### src/rtl/threshold_trigger.sv
// Signed-sample trigger discriminator: minimum-run qualification, hysteresis
// release and post-release hold-off, producing a registered gate, edge pulse and trigger count.
module threshold_trigger #(
  parameter int SAMPLE_WIDTH   = 14,
  parameter int CNT_WIDTH      = 5,
  parameter int TRIG_CNT_WIDTH = 16
) (
  input  logic                             CLK,
  input  logic                             RESETN,
  input  logic                             ENABLE,
  input  logic                             S_VALID,
  input  logic signed [SAMPLE_WIDTH-1:0]   S_DATA,
  input  logic signed [SAMPLE_WIDTH-1:0]   TH_HIGH,
  input  logic signed [SAMPLE_WIDTH-1:0]   TH_LOW,
  input  logic        [CNT_WIDTH-1:0]      MIN_OVER,
  input  logic        [CNT_WIDTH-1:0]      HOLDOFF,
  output logic                             SIG_OUT,
  output logic                             RISE,
  output logic        [TRIG_CNT_WIDTH-1:0] TRIG_COUNT
);

  typedef enum logic [1:0] {
    ST_IDLE   = 2'd0,
    ST_ARMING = 2'd1,
    ST_ACTIVE = 2'd2,
    ST_HOLD   = 2'd3
  } state_t;

  localparam logic [CNT_WIDTH-1:0]      CNT_ONE  = CNT_WIDTH'(1);
  localparam logic [CNT_WIDTH:0]        RUN_ONE  = (CNT_WIDTH + 1)'(1);
  localparam logic [TRIG_CNT_WIDTH-1:0] TRIG_ONE = TRIG_CNT_WIDTH'(1);

  function automatic logic [CNT_WIDTH-1:0] sat_inc_cnt(input logic [CNT_WIDTH-1:0] v);
    return (&v) ? v : v + CNT_ONE;
  endfunction

  function automatic logic [TRIG_CNT_WIDTH-1:0] sat_inc_trig(input logic [TRIG_CNT_WIDTH-1:0] v);
    return (&v) ? v : v + TRIG_ONE;
  endfunction

  state_t                    state, state_n;
  logic [CNT_WIDTH-1:0]      cnt, cnt_n;
  logic                      fire;
  logic                      sig_p1, rise_p1;
  logic [TRIG_CNT_WIDTH-1:0] trig_cnt_p1;

  // Stage 0: combinational sample qualification against live thresholds
  logic                      vld_p0, over_p0, under_p0;
  logic [CNT_WIDTH:0]        run_nxt_p0;

  assign vld_p0     = S_VALID;
  assign over_p0    = (S_DATA >= TH_HIGH);
  assign under_p0   = (S_DATA < TH_LOW);
  assign run_nxt_p0 = {1'b0, cnt} + RUN_ONE;

  always_comb begin
    state_n = state;
    cnt_n   = cnt;
    fire    = 1'b0;
    if (!ENABLE) begin
      state_n = ST_IDLE;
      cnt_n   = '0;
    end else begin
      unique case (state)
        ST_IDLE: begin
          if (vld_p0 && over_p0) begin
            if (MIN_OVER <= CNT_ONE) begin
              state_n = ST_ACTIVE;
              cnt_n   = '0;
              fire    = 1'b1;
            end else begin
              state_n = ST_ARMING;
              cnt_n   = CNT_ONE;
            end
          end
        end
        ST_ARMING: begin
          if (vld_p0) begin
            if (over_p0) begin
              // >= rather than == so a lowered MIN_OVER mid-run still asserts
              if (run_nxt_p0 >= {1'b0, MIN_OVER}) begin
                state_n = ST_ACTIVE;
                cnt_n   = '0;
                fire    = 1'b1;
              end else begin
                cnt_n = sat_inc_cnt(cnt);
              end
            end else begin
              state_n = ST_IDLE;
              cnt_n   = '0;
            end
          end
        end
        ST_ACTIVE: begin
          if (vld_p0 && under_p0) begin
            if (HOLDOFF == '0) begin
              state_n = ST_IDLE;
              cnt_n   = '0;
            end else begin
              state_n = ST_HOLD;
              cnt_n   = CNT_ONE;
            end
          end
        end
        ST_HOLD: begin
          // Counts clock cycles, not samples; the release edge counted as 1
          if (cnt >= HOLDOFF) begin
            state_n = ST_IDLE;
            cnt_n   = '0;
          end else begin
            cnt_n = sat_inc_cnt(cnt);
          end
        end
        default: begin
          state_n = ST_IDLE;
          cnt_n   = '0;
        end
      endcase
    end
  end

  // Stage 1: registered state, gate, edge pulse and trigger count
  always_ff @(posedge CLK or negedge RESETN) begin
    if (!RESETN) begin
      state       <= ST_IDLE;
      cnt         <= '0;
      sig_p1      <= 1'b0;
      rise_p1     <= 1'b0;
      trig_cnt_p1 <= '0;
    end else begin
      state   <= state_n;
      cnt     <= cnt_n;
      sig_p1  <= (state_n == ST_ACTIVE);
      rise_p1 <= fire;
      if (fire) begin
        trig_cnt_p1 <= sat_inc_trig(trig_cnt_p1);
      end
    end
  end

  assign SIG_OUT    = sig_p1;
  assign RISE       = rise_p1;
  assign TRIG_COUNT = trig_cnt_p1;

endmodule
### config.mk
export PLATFORM = sky130hd
export DESIGN_NAME = threshold_trigger
export DESIGN_NICKNAME = d
export VERILOG_FILES = /design/src/rtl/threshold_trigger.sv
export SDC_FILE = /design/constraint.sdc
export NUM_CORES = 1
export LEC_CHECK = 0
export BUFFER_PORTS_ARGS = -buffer_cell sky130_fd_sc_hd__buf_2
export CAP_MARGIN = 0
export CORE_UTILIZATION = 41
export CTS_CLUSTER_DIAMETER = 100
export DETAILED_ROUTE_END_ITERATION = 10
export GPL_TIMING_DRIVEN = 0
export PLACE_DENSITY = 0.66
export SLEW_MARGIN = 40
export SYNTH_ARGS = -nofsm -noshare
export SYNTH_HDL_FRONTEND = slang
export SYNTH_SLANG_ARGS = --single-unit
### constraint.sdc
create_clock -name CLK -period 3.27 [get_ports CLK]
set_input_delay 0.8175 -clock CLK [delete_from_list [all_inputs] [get_ports CLK]]
set_output_delay 0.8175 -clock CLK [all_outputs]
set_load 0.03 [all_outputs]
## After elaboration in Yosys (flattened, before gate mapping)

Cells that the tools add are included.

| operators by class | value |
|---|---|
| reductions and logical operators | 8 |
| multiplexer cells | 28 |
| add/sub/neg operators | 3 |
| $lt $le $gt $ge | 5 |
| bitwise operators | 1 |
| eq/ne operators | 7 |

Operators by type and width:

| kind | count |
|---|---|
| $mux W5 | 8 |
| $pmux W5 S4 | 1 |
| $mux W2 | 9 |
| $add A16 B1 Y16 const B | 1 |
| $reduce_and A16 Y1 | 1 |
| $ge A14 B14 Y1 | 1 |
| $lt A14 B14 Y1 | 1 |
| $ne A3 B3 Y1 const B | 3 |
| $mux W1 | 8 |
| $pmux W2 S4 | 1 |
| $add A5 B1 Y6 const B | 1 |
| $eq A2 B2 Y1 const B | 3 |
| $ge A6 B5 Y1 | 1 |
| $add A5 B1 Y5 const B | 1 |
| $ge A5 B5 Y1 | 1 |
| $le A5 B1 Y1 const B | 1 |
| $logic_not A5 Y1 | 1 |
| $reduce_and A5 Y1 | 1 |
| $reduce_and A3 Y1 | 1 |
| $eq A2 B1 Y1 const B | 1 |
| $logic_and A1 B1 Y1 | 2 |
| $logic_not A2 Y1 | 1 |
| $pmux W1 S2 | 1 |
| $reduce_and A2 Y1 | 1 |
| $not A1 Y1 | 1 |

| storage, ports and cells | value |
|---|---|
| logic and storage cells | 57 |
| register bits | 25 |
| input bits | 56 |
| output and inout port bits | 18 |

## Logic depth before layout (Yosys ltp)

| depth | value |
|---|---|
| depth in word-level cells | 8 |
| gate-level depth with buffers | 12 |
| mapped depth without buffers | 11 |

## Worst setup path after synthesis

Ideal clock, no wire load.

| timing path | value |
|---|---|
| path type | input to register |
| start point | input port TH_HIGH[13] |
| end point | register trig_cnt_p1[13], in the netlist TRIG_COUNT[13] |
| data arrival time | 3.076 ns |
| data required time | 3.189 ns |
| setup time | 0.081 ns |
| cell stages on the path | 11 |
| buffers on the path | 2 |
| slack | 0.114 ns |
| cell sequence | inv_1 > ha_1 > nand4_1 > or3_4 > nor3_4 > o31ai_1 > or3_1 > buf_6 > buf_6 > nor4_1 > xor2_1 |

| on the way | value |
|---|---|
| cells in the longest elaborated chain, start to end | 6 |
| elaborated cells between the ends (all ways) | 8 |
| those cells by class | 1 x order compare; 5 x mux; 2 x reduce/logical |

RTL lines:

| item | line | text |
|---|---|---|
| start: declaration | 13 | `input logic signed [SAMPLE_WIDTH-1:0] TH_HIGH,` |
| $ge A14 B14 Y1 (*) | 52 | `assign over_p0 = (S_DATA >= TH_HIGH);` |
| $mux W1 or $logic_and A1 B1 Y1 (tied branches) | 79, 66 |  |
| $mux W1, on equally long branches | 78, 66 |  |
| $pmux W1 S2 (*) | 64 | `unique case (state)` |
| $mux W1 (*) | 60 | `if (!ENABLE) begin` |
| $reduce_and A2 Y1 (no line) (*) | -- |  |
| end signal: assignment | 136 | `trig_cnt_p1 <= sat_inc_trig(trig_cnt_p1);` |
| end: declaration | 45 | `logic [TRIG_CNT_WIDTH-1:0] trig_cnt_p1;` |

Every way passes the cells marked *; elsewhere a longest branch is shown, timed or not.
A chain may end at the register's enable or synchronous reset.

## Worst setup path in the final report

| timing path | value |
|---|---|
| start point | input port S_DATA[13] |
| end point | register trig_cnt_p1[9], in the netlist TRIG_COUNT[9] |

| on the way | value |
|---|---|
| cells in the longest elaborated chain, start to end | 6 |
| elaborated cells between the ends (all ways) | 8 |
| those cells by class | 1 x order compare; 5 x mux; 2 x reduce/logical |

RTL lines:

| item | line | text |
|---|---|---|
| start: declaration | 12 | `input logic signed [SAMPLE_WIDTH-1:0] S_DATA,` |
| $ge A14 B14 Y1 (*) | 52 |  |
| $mux W1 or $logic_and A1 B1 Y1 (tied branches) | 79, 66 |  |
| $mux W1, on equally long branches | 78, 66 |  |
| $pmux W1 S2 (*) | 64 |  |
| $mux W1 (*) | 60 |  |
| $reduce_and A2 Y1 (no line) (*) | -- |  |

Marked as above.

==> impl_metrics.ini <==
[yosys]
syn_inst = 269
synth_area_leaders = dfrtp_1 27%, ha_1 22%, inv_1 6.5%, xor2_1 5.2%, nand2_1 2.7%
ys_seq_area_share_pct = 26.5
synth_top_area_cell = dfrtp_1
postSynthAreaPerCell_sq_um = 8.77
synth_area_sq_mm = 0.00236
synth_top_area_share_pct = 26.5
yosysWarningCount = 0
yosys.cell_types.count = 51
ys_seq_elements = 25
synth_edf_count = 0
syn_nets = 366
async_flop_share_pct = 100
synth_ff_type = dfrtp_1

[critical_path]
worstReg2RegEnd = TRIG_COUNT[1]
critPathRequiredTime_ps = 3470
setup.worst_path.start_class = primary input
slowest_stage = or3_4
path_max_fanout = 10
r2r-start = cnt[0]
crit_type = primary input to register
worstRegToRegCells = 11
crit_chain = buf_2 -> ha_1 -> nand4_1 -> or3_4 -> o22ai_1 -> o31ai_2 -> or3_1 -> buf_6 -> buf_6 -> nor4_1 -> xor2_1
cpMostUsedCell = buf_6
r2r_slack_ps = 290
slowest_delay_ps = 430
cp_data_arrival_time_ps = 3360
end_kind = register

[min_path]
hold_end = TRIG_COUNT[9]
hp-class = register to register
hold_depth = 1
hp-start = TRIG_COUNT[9]

[sta]
maxSlewViolCount = 0
fmax_mhz = 316
tightest_slew_ps = 621
min_period_ps = 3160
setup_viol = 0
rsz0062_at_grt = no
maxSlewHeadroom_pct = 58.4
skew_ps = 5.98
fin_crit_sh_pct = 96.8
finalSetupTns_ps = 0
finalHoldViolations = 0

[finish]
fin_nets = 443
fin_cells = 417
antenna_cells = 0
multiInputGateArea_sq_mm = 0.00157
fillers = 533
drive_above_1_share_pct = 25.8
seq_area_sq_um = 626
syn_to_final_growth_pct = 22.0
fin_util_pct = 52.0

[clocking]
clock-root-buffer = clkbuf_8
cts.htree.levels = 1
insertion_delay_ps = 270
clock_sinks = 25
cts_tree = built
max-clock-path-buffers = 2
path_clk_slew_ps = 90
numCtsBuffers = 3
hold_buffers = 0

[detailed_routing]
viasPerCell = 5.17
drc = 0
ant_nets = 0
wire_per_inst_microns = 11.6
routed-via-count = 2155
firstDrtPassIters = 4
drt_iter0_markers = 48
drt_wl_total_mm = 4.83

[floorplanning]
dieArea_sq_mm = 0.00606
die_height_microns = 77.9
io_pins = 74
core_area_sq_mm = 0.00554
row_count = 27
die_x_microns = 77.9
initial_core_util_pct = 42.6

[pwr]
max-vdd-ir-drop_v = 0.000164
leakagePower_nw = 1.64
powerDensity_mw_per_mm2 = 260

[global_routing]
grt_util_all_layers_pct = 18.0
antenna_found_initial = 0
grt_max_degree = 26
grt_first_pass_wirelength_mm = 9.06
grt.overflow.total = 0
grt_pass1_vias = 2187

[placed_design]
finalWeightedCongestion = 0.820
place_inst = 413
dpl.hpwl_mm = 4.13
portBuffers = 72

[outcome]
status = finished clean

[job]
max-cap-violations = 0
registers in the layout, indices dropped and copies added (netlist names):
register    count
RISE            1
SIG_OUT         1
TRIG_COUNT     16
state           2
cnt             5
cell usage after synthesis (3+ instances only):
cell type / n
ha_1: 41
inv_1: 41
dfrtp_1: 25
nand2_1: 17
xor2_1: 14
nor2_1: 13
nand3_1: 10
a21oi_1: 9
nand2b_1: 8
nor4_1: 7
o21ai_0: 7
nand4_1: 5
nor3_1: 5
a211oi_1: 4
a21o_1: 3
a31oi_1: 3
clkbuf_1: 3
nor2b_1: 3
nor4b_1: 3
o21a_1: 3
o31ai_1: 3
or4_1: 3
xnor2_1: 3
cell usage in the layout (no fill, tap or decap), drive strengths merged, types with 3 or more instances in the layout:
master / synthesis / layout
inv: 41 / 41
nand2b: 8 / 8
ha: 41 / 41
nor3: 6 / 6
nor4b: 3 / 3
clkbuf: 3 / 6
xnor2: 3 / 3
nand3: 10 / 10
a211oi: 4 / 4
nor4: 8 / 8
nand2: 17 / 17
or4: 3 / 3
nor2: 13 / 13
nor2b: 3 / 3
a21oi: 9 / 9
dfrtp: 25 / 25
xor2: 14 / 14
a21o: 3 / 3
o31ai: 3 / 3
buf: 2 / 74
nand4: 5 / 5
a31oi: 3 / 3
o21a: 3 / 3
o21ai: 7 / 7
metal layers:
layer  routed length (microns)  track usage, %  up-vias
met5                         0               0        -
met4                        37            3.96        0
met3                       231            2.35        5
met2                      2280            33.5       60
met1                      2290            21.8      972
li1                          -               -     1118
worst max path at each step:
stage | depth (start not counted) | startpoint | slack [ps] | end
after floorplan | 11 | TH_HIGH[13] | 110 | TRIG_COUNT[13]
after global placement | 11 | S_DATA[11] | -180 | TRIG_COUNT[1]
after detailed placement | 11 | S_DATA[13] | -230 | TRIG_COUNT[13]
after CTS | 11 | S_DATA[13] | 50 | TRIG_COUNT[13]
after global routing | 11 | S_DATA[11] | 10 | TRIG_COUNT[1]
final | 11 | S_DATA[13] | 110 | TRIG_COUNT[9]
stage by stage:
step                hold slack (ps)  cell area, sq um  power, mW  worst slack [ps]
global route                    520              2880      0.816              10.4
finish                          490              2880      0.750               106
global placement                474              2810      0.569              -185
floorplan                       522              2360      0.489               114
detailed placement              482              2820      0.575              -227
CTS                             499              2860      0.762              48.4
cells by family (layout without fill, tap and decap cells):
family	count (synthesis)	after routing	synth area share, %
compound gates	52	52	15.8
xor+xnor	17	17	6.31
fa+ha+maj	41	41	21.7
buf+inv	46	122	7.95
flops	25	25	26.5
mux	2	2	0.954
simple gates	86	86	20.7
worst max-delay path: cells and delay by family:
kind / cells / cell delay [ps]
AOI/OAI and AO/OA: 2 / 370
and+or+nand+nor: 4 / 1290
adders and majority gates: 1 / 300
xor gates and xnor gates: 1 / 170
buffers and inverters: 3 / 390
area by class of cell:
| class | instances | area share (%) |
|---|---|---|
| multi-input cells | 198 | 54.5 |
| flip-flops and latches | 25 | 21.7 |
| repair buffers | 72 | 12.5 |
| inverters | 41 | 5.35 |
| well taps | 72 | 3.13 |
| clock buffers | 3 | 1.43 |
| plain buffers | 5 | 1.17 |
| clock inverters | 1 | 0.174 |
what timing repair did:
item,CTS,global route
setup endpoints to repair,0,4
buffers inserted,0,0
endpoints found under the hold margin,0,0
resized for setup,0,3
power breakdown:
| part | internal, mW | total (mW) | switching, mW |
|---|---|---|---|
| sequential | 0.322 | 0.343 | 0.0205 |
| combinational | 0.101 | 0.224 | 0.124 |
| clock | 0.0852 | 0.182 | 0.0968 |
| total | 0.508 | 0.750 | 0.241 |
(Power assumes the default switching activity.)
